**src/rtl/uart_frame_reader.sv**
```systemverilog
// Pops up to MAX_BYTES words from a UART RX FIFO and packs them into one output
// word in the requested byte order, with optional per-byte empty-FIFO timeout.
//   state | meaning
//   IDLE  | waiting for i_start_rd
//   WAIT  | waiting for a FIFO word (captures it when not empty)
//   POP   | pop strobe to the FIFO, advance byte index
//   DONE  | frame-complete pulse
module uart_frame_reader #(
    parameter int UART_BUS_SIZE  = 8,
    parameter int OUT_BUS_SIZE   = 32,
    parameter int TIMEOUT_CYCLES = 0,
    localparam int MAX_BYTES     = OUT_BUS_SIZE / UART_BUS_SIZE,
    localparam int LEN_W         = $clog2(MAX_BYTES) + 1
) (
    input  logic                     i_clk,
    input  logic                     i_reset,
    input  logic                     i_start_rd,
    input  logic [LEN_W-1:0]         i_rd_len,
    input  logic                     i_big_endian,
    input  logic                     i_abort,
    input  logic                     i_uart_empty,
    input  logic [UART_BUS_SIZE-1:0] i_uart_data_rd,
    output logic                     o_uart_rd,
    output logic                     o_rd_end,
    output logic                     o_rd_timeout,
    output logic                     o_busy,
    output logic [OUT_BUS_SIZE-1:0]  o_rd_data
);

    localparam int TO_W = $clog2(TIMEOUT_CYCLES + 1) + 1;
    localparam logic [TO_W-1:0] TO_LAST = TO_W'(TIMEOUT_CYCLES > 0 ? TIMEOUT_CYCLES - 1 : 0);
    localparam logic [LEN_W-1:0] LEN_MAX = LEN_W'(MAX_BYTES);

    typedef enum logic [1:0] {IDLE, WAIT, POP, DONE} state_t;

    state_t            state;
    logic [LEN_W-1:0]  len;
    logic [LEN_W-1:0]  idx;
    logic [TO_W-1:0]   cnt;
    logic              big;
    logic [LEN_W-1:0]  len_in;
    logic [LEN_W-1:0]  slot;

    always_comb begin
        len_in = i_rd_len;
        if (i_rd_len == '0 || i_rd_len > LEN_MAX)
            len_in = LEN_MAX;
        // Big-endian puts byte 0 in the highest slot of the right-aligned frame.
        slot = big ? (len - idx - LEN_W'(1)) : idx;
    end

    always_ff @(posedge i_clk) begin
        if (i_reset) begin
            state        <= IDLE;
            len          <= '0;
            idx          <= '0;
            cnt          <= '0;
            big          <= 1'b0;
            o_uart_rd    <= 1'b0;
            o_rd_end     <= 1'b0;
            o_rd_timeout <= 1'b0;
            o_busy       <= 1'b0;
            o_rd_data    <= '0;
        end else begin
            o_uart_rd    <= 1'b0;
            o_rd_end     <= 1'b0;
            o_rd_timeout <= 1'b0;
            case (state)
                IDLE: begin
                    if (i_start_rd) begin
                        len       <= len_in;
                        big       <= i_big_endian;
                        o_rd_data <= '0;
                        idx       <= '0;
                        cnt       <= '0;
                        o_busy    <= 1'b1;
                        state     <= WAIT;
                    end
                end
                WAIT: begin
                    if (i_abort) begin
                        o_busy <= 1'b0;
                        state  <= IDLE;
                    end else if (!i_uart_empty) begin
                        for (int i = 0; i < MAX_BYTES; i++) begin
                            if (slot == LEN_W'(i))
                                o_rd_data[i*UART_BUS_SIZE +: UART_BUS_SIZE] <= i_uart_data_rd;
                        end
                        cnt       <= '0;
                        o_uart_rd <= 1'b1;
                        state     <= POP;
                    end else if (TIMEOUT_CYCLES > 0) begin
                        if (cnt == TO_LAST) begin
                            o_rd_timeout <= 1'b1;
                            o_busy       <= 1'b0;
                            state        <= IDLE;
                        end else begin
                            cnt <= cnt + TO_W'(1);
                        end
                    end
                end
                POP: begin
                    idx <= idx + LEN_W'(1);
                    if (i_abort) begin
                        o_busy <= 1'b0;
                        state  <= IDLE;
                    end else if (idx + LEN_W'(1) == len) begin
                        o_rd_end <= 1'b1;
                        o_busy   <= 1'b0;
                        state    <= DONE;
                    end else begin
                        state <= WAIT;
                    end
                end
                DONE: begin
                    state <= IDLE;
                end
                default: begin
                    o_busy <= 1'b0;
                    state  <= IDLE;
                end
            endcase
        end
    end

endmodule

```
**config.mk**
```make
export PLATFORM = sky130hd
export DESIGN_NAME = uart_frame_reader
export DESIGN_NICKNAME = d
export VERILOG_FILES = /design/src/rtl/uart_frame_reader.sv
export SDC_FILE = /design/constraint.sdc
export NUM_CORES = 1
export LEC_CHECK = 0
export CAP_MARGIN = 15
export CORE_UTILIZATION = 35
export DETAILED_ROUTE_END_ITERATION = 16
export HOLD_SLACK_MARGIN = 0.02
export PLACE_DENSITY = 0.68
export SLEW_MARGIN = 25
export SYNTH_ARGS = -nofsm -noshare
export SYNTH_HDL_FRONTEND = slang
export SYNTH_SLANG_ARGS = --single-unit
export TNS_END_PERCENT = 20
```
**constraint.sdc**
```tcl
create_clock -name i_clk -period 3.4 [get_ports i_clk]
set_input_delay 0.68 -clock i_clk [delete_from_list [all_inputs] [get_ports i_clk]]
set_output_delay 0.68 -clock i_clk [all_outputs]
set_load 0.005 [all_outputs]
```
==> summary.md, run 1 <==
| Metric | Value |
|---|---|
| Status | `completed` |
| Worst Path Max Fanout | `19` |
| EDFF count, synth | `0` |
| Antenna diode count | `0` |
| Later-pin clock latency in the skew report | `300 ps` |
| FF+latch count, synth | `44` |
| Critical Path End Type | `register` |
| Synth top area cells | `dfxtp_1 (42%), mux2i_1 (16%), nand2b_1 (10%)` |
| CTS clk-pin slew, worst paths | `90 ps` |
| Boundary Pins | `53` |
| Critical path launch point type | `register` |
| Met3 WL | `roughly 160 µm` |
| Syn avg cell area | `10.3 µm²` |
| Maximum VDD drop | `0.000265 V` |
| LEAKAGE | `about 1.1 nW` |
| Max Cap Violations | `0` |
| Avg WL per Cell | `~14 µm` |
| DP HPWL | `3230 µm` |
| WP data arrival | `2730 ps` |
| Pwr per Cell Area | `451 nW/µm²` |
| Total core area | `~5600 µm²` |
| Detailed-route vias per instance | `4.86` |
| Buffers on Ports | `51` |
| Gr ovfl total | `0` |
| Post-route ant nets | `0` |
| Minimum clock period | `roughly 2500 ps` |
| Fmax | `0.394 GHz` |
| Setup_tns | `0 ps` |
| Largest net degree at the start of global routing | `a little over 40` |
| M1 WL | `between 2000 and 2500 µm` |
| Vias in the first global route | `approximately 1.5k` |
| Final-report max-slew violation count | `0` |
| Die Height | `slightly below 80 µm` |
| Synth-to-layout area growth | `33.2%` |
| Fraction of registers with async set/reset | `0%` |
| Final setup viols | `0` |
| Gr usage total | `14.9%` |
| Hold WC Path Type | `register to register` |
| Worst Skew | `5.43 ps` |
| Die footprint | `6330 µm²` |
| Post-Place Cells | `about 320` |
| 1st-iter DRT viols | `between 40 and 50` |
| Ys flop type | `dfxtp_1` |
| Count leader, synth | `dfxtp_1` |
| Non-filler cells, final | `329` |
| Synth cell types | `37` |
| Drt first pass iters | `4` |
| Hold Vio Cnt, Final | `0` |
| Number of CTS-inserted buffers | `5` |
| Mapped Area | `2100 µm²` |
| Cell count after synthesis | `205` |
| RSZ-0062 raised after global routing | `no` |
| Via Count | `1,600` |
| Synthesized net count | `231` |
| Rows | `27` |
| Worst EP required | `3590 ps` |
| Cts repair resizes | `0` |
| Final net count | `282` |
| Initial antenna violation count | `0` |
| First-pass GRT wire length | `7160 µm` |
| WL final | `around 4500 µm` |
| Post-synth top area cell | `dfxtp_1` |
| Initial core utilization | `37.3%` |
| CTS Buffer Depth | `2` |
| DRC viols | `0` |
| H-tree levels | `2` |
| DR WL met2 | `between 2000 and 2500 µm` |
| Sequential area share after synthesis | `41.9%` |
| Top cells by count, synth | `dfxtp_1 (44), nand2b_1 (34), mux2i_1 (33), nand3b_1 (9)` |
| Hold-fix buffers, CTS | `0` |
| Final period util | `74.7%` |
| Yosys top cell area share | `41.9%` |
| CTS Sinks | `44` |
| Layout cell share with drive strength beyond 1 | `roughly 8.9%` |
| CTS Root Cell | `clkbuf_8` |
| Max-slew headroom | `48.7%` |
| Critical path type | `register to register` |
| Warnings, synthesis | `0` |
| CTS tree | `done` |
| Slew @ Worst Pin | `769 ps` |
| Die width | `about 80 µm` |
| Routability cong. | `0.793` |
| Post-CTS Setup Bufs | `0` |
| Top sig layer | `met4` |
==> through the flow <==
stage	hold WS (ps)	instance area, µm²	setup slack, ps	util [%]	power [W]
after CTS	481	2800	840	49.7	0.00128
after global placement	461	2690	837	47.6	0.000862
after detailed placement	466	2690	774	47.6	0.000865
final	479	2800	862	49.7	0.00127
after floorplan	464	2100	1340	-	0.000758
after global routing	498	2800	696	49.7	0.00132
==> layout by cell type, fill, tap and decap left out, types with 3 or more instances in the layout <==
master,count
a21oi_1,7
clkbuf_8,5
clkdlybuf4s50_1,51
dfxtp_1,44
ha_1,8
inv_1,8
mux2i_1,33
nand2_1,4
nand2_2,4
nand2b_1,34
nand3b_1,9
nor2_1,6
nor3b_1,3
o21ai_0,4
==> critical path, cell delays in order, from the launching register on <==
cell and delay [ps]:
dfxtp_1 350, inv_1 100, ha_1 660, or3b_1 470, a221oi_2 390, nand2_2 270
mux2i_1 180
==> flip-flops by register name, summed over array words and instances (netlist names) <==
name       count
len            3
o_busy         1
big            1
idx            3
o_uart_rd      1
state          2
o_rd_data     32
o_rd_end       1
==> power breakdown <==
group | internal (W) | switching (W)
logic | 0.000147 | 0.000143
registers | 0.000543 | 0.0000180
clock network | 0.000221 | 0.000192
==> path summary, 6_finish.rpt <==
check	start	end	slack, ps	cells past startpoint
worst min-delay path	o_rd_data[26]	o_rd_data[26]	480	2
worst max register to register	state[1]	o_rd_data[21]	860	6
worst min register to register	o_rd_data[26]	o_rd_data[26]	480	2
worst max-delay path	state[1]	o_rd_data[21]	860	6
==> metal layers <==
metal	global-route usage, %	vias up
met1	19.6	742
met2	22.9	39
met5	0	-
met4	6.36	0
met3	3.77	7
li1	-	812
==> area by class of cell <==
type	instances	area, µm²
clock buffer	5	68.8
clock inverter	3	46.3
fill	530	2840
inverter	8	30.0
multi-input combinational	145	1160
sequential	44	881
tap	72	90.1
timing repair buffer	52	531
==> cells by family after synthesis <==
group / count (synthesis) / share of synthesized area [%]
mux: 35 / 16.8
fa+ha+maj: 9 / 5.71
other cells: 1 / 0.178
buf+inv: 16 / 3.21
xor+xnor: 4 / 2.32
compound gates: 22 / 8.26
simple gates: 74 / 21.7
flops: 44 / 41.9
Power figures use the tool's default switching activity.
==> run 2, diff against run 1 <==
clock period = 2.4 ns   (was 3.4 ns; I/O delays follow)
==> summary.md, run 2 (same netlist as run 1, synthesis figures left out) <==
| Metric | Value |
|---|---|
| Critical Path End Type | `register` |
| Vias in the first global route | `1,570 (+3.8%)` |
| Most frequent cells in the layout | `clkdlybuf4s50_1 (51), dfxtp_1 (44), nand2b_1 (34)` |
| Crit-path leading delay family | `adder cells` |
| Sequential share of power | `42.7% (-1.7 points)` |
| DRC viols | `0 (unchanged)` |
| 1st-iter DRT viols | `65 (+38%)` |
| Max FFs per register | `32 (unchanged)` |
| Initial core utilization | `37.3% (unchanged)` |
| RR Endpoint | `o_rd_data[4]` |
| Die footprint | `6330 µm² (unchanged)` |
| Critical path type | `register to register` |
| Switching share of power | `25.5% (-2.4 points)` |
| Max Cap Violations | `0 (unchanged)` |
| Final net count | `285 (+1.1%)` |
| Largest net degree at the start of global routing | `42 (+2.4%)` |
| Number of CTS-inserted buffers | `5 (unchanged)` |
| WL final | `4630 µm (+2.8%)` |
| Cell depth of the worst flop-to-flop path | `7 (+1)` |
| Most common cell after layout, fill and taps aside | `clkdlybuf4s50_1` |
| Pwr per Cell Area | `660 nW/µm² (+46%)` |
| CTS Sinks | `44 (unchanged)` |
| Detailed-route vias per instance | `4.90 (+0.82%)` |
| Boundary Pins | `53 (unchanged)` |
| Gr usage total | `15.5% (+0.58 points)` |
| Non-filler cells, final | `331 (+0.61%)` |
| Gr ovfl total | `0 (unchanged)` |
| Psw | `0.000475 W (+35%)` |
| Clock power frac | `35.2% (+2.5 points)` |
| Maximum VDD drop | `0.000286 V (+7.9%)` |
| WHS | `479 ps (-0.799 ps)` |
| First-pass GRT wire length | `7530 µm (+5.2%)` |
| WP data arrival | `2460 ps (-270 ps)` |
| CP max stage cell | `fa_1` |
| Cts repair resizes | `0 (unchanged)` |
| Layout cell share with drive strength beyond 1 | `9.65% (+0.70 points)` |
| Status | `completed` |
| Final-report max-slew violation count | `0 (unchanged)` |
| CTS Buffer Depth | `2 (unchanged)` |
| Cell internal pwr | `0.00139 W (+52%)` |
| Seq. cell area | `881 µm² (unchanged)` |
| DP HPWL | `3460 µm (+7.1%)` |
| Total core area | `5640 µm² (unchanged)` |
| Hold EP | `o_rd_data[18]` |
| Delay of the slowest cell on the worst path | `450 ps (-210 ps)` |
| Hold-fix buffers, CTS | `0 (unchanged)` |
| Die Height | `79.5 µm (unchanged)` |
| Via Count | `1,623 (+1.4%)` |
| Avg WL per Cell | `14.0 µm (+2.2%)` |
| Reg2reg start | `idx[0]` |
| CTS clk-pin slew, worst paths | `80 ps (about the same)` |
| Post-Place Cells | `324 (+0.93%)` |
| Final setup viols | `0 (unchanged)` |
| Die width | `79.5 µm (unchanged)` |
| Hold path depth | `2 (unchanged)` |
| CTS tree | `done` |
| Synth-to-layout area growth | `34.3%` |
| Routability cong. | `0.748 (-5.7%)` |
| Later-pin clock latency in the skew report | `300 ps (about the same)` |
| Drt first pass iters | `4 (unchanged)` |
| Fmax | `0.435 GHz (+11%)` |
| Top reg by flops | `o_rd_data` |
| Logic pwr share | `22.1% (-0.8 points)` |
| Hold Vio Cnt, Final | `0 (unchanged)` |
| LEAKAGE | `1.16 nW (+1.7%)` |
| Critical path launch point type | `register` |
| Worst Skew | `12.6 ps (+7.18 ps)` |
| HP Start | `o_rd_data[18]` |
| Regs by FF count | `o_rd_data (32), idx (3), len (3)` |
| Hold WC Path Type | `register to register` |
| RSZ-0062 raised after global routing | `yes` |
| Post-CTS Setup Bufs | `0 (unchanged)` |
| Reg2Reg Setup Slack | `100 ps (-760 ps)` |
| Initial antenna violation count | `0 (unchanged)` |
| Filler cells | `524 (-1.1%)` |
| CTS Root Cell | `clkbuf_8` |
| Post-route ant nets | `0 (unchanged)` |
| Worst EP required | `2570 ps (-1020 ps)` |
| Worst Path Max Fanout | `8 (-11)` |
| Multi-input gate area | `1160 µm² (unchanged)` |
| Worst path buffer plus inverter count | `1 (unchanged)` |
| Critical-path cell list | `inv_1 > ha_1 > fa_1 > mux2_2 > a221oi_2 > nand2_2 > mux2i_1` |
| Antenna diode count | `0 (unchanged)` |
| Final period util | `95.7% (+21 points)` |
| Buffers on Ports | `51 (unchanged)` |
| Rows | `27 (unchanged)` |
| H-tree levels | `2 (unchanged)` |
| Minimum clock period | `2300 ps (-242 ps)` |
## run 2: cell count changes in the layout (fill, tap and decap cells not counted), sizes merged
cell / before / now
bufinv: 1 / 2
inv: 9 / 8
clkinvlp: 1 / 0
buf: 1 / 4
## run 2: layout make-up
cell class	count	share of cell area, %
clock buffer	5	2.43
clock inverter	2	2.12
inverter	8	1.06
multi-input combinational	145	40.9
sequential	44	31.2
tap	72	3.19
timing repair buffer	55	19.1
## run 2: worst max path at each step
stage	startpoint	to	slack (ps)	depth (start not counted)
after floorplan	idx[0]	o_rd_data[10]	340	7
after global placement	i_abort	o_rd_data[20]	110	5
after detailed placement	i_uart_empty	o_rd_data[4]	80	5
after CTS	idx[0]	o_rd_data[4]	80	7
after global routing	idx[0]	o_rd_data[2]	-40	7
final	idx[0]	o_rd_data[4]	100	7
## run 2: worst reg2reg max path, stage by stage, from the launching register on
cell,delay [ps]
dfxtp_1,410
inv_1,80
ha_1,190
fa_1,450
mux2_2,290
a221oi_2,310
nand2_2,260
mux2i_1,180
## run 2: power by group through the flow
stage / clock (W) / combinational [W] / sequential [W]
after floorplan: 0 / 0.000262 / 0.000812
after global placement: 0 / 0.000410 / 0.000814
after detailed placement: 0 / 0.000414 / 0.000814
after CTS: 0.000668 / 0.000417 / 0.000797
after global routing: 0.000711 / 0.000447 / 0.000802
final: 0.000657 / 0.000413 / 0.000796
## run 2: metal layers
metal  part of all wire [%]  routed length, µm  track usage, %
met4                    1.3                 59            5.09
met5                      0                  0               0
met2                     47               2190            24.9
met3                    4.9                229            4.23
met1                     46               2150            19.8
## run 2: per-stage QoR
stage / utilization, % / setup slack (ps) / power [W] / area, µm² / TNS [ps]
2_1_floorplan: - / 341 / 0.00107 / 2100 / 0
3_3_place_gp: 47.8 / 111 / 0.00122 / 2700 / 0
3_5_place_dp: 47.8 / 81.2 / 0.00123 / 2700 / 0
4_1_cts: 50.1 / 83.6 / 0.00188 / 2830 / 0
5_1_grt: 50.1 / -38.2 / 0.00196 / 2830 / -371
6_report: 50.1 / 103 / 0.00187 / 2830 / 0
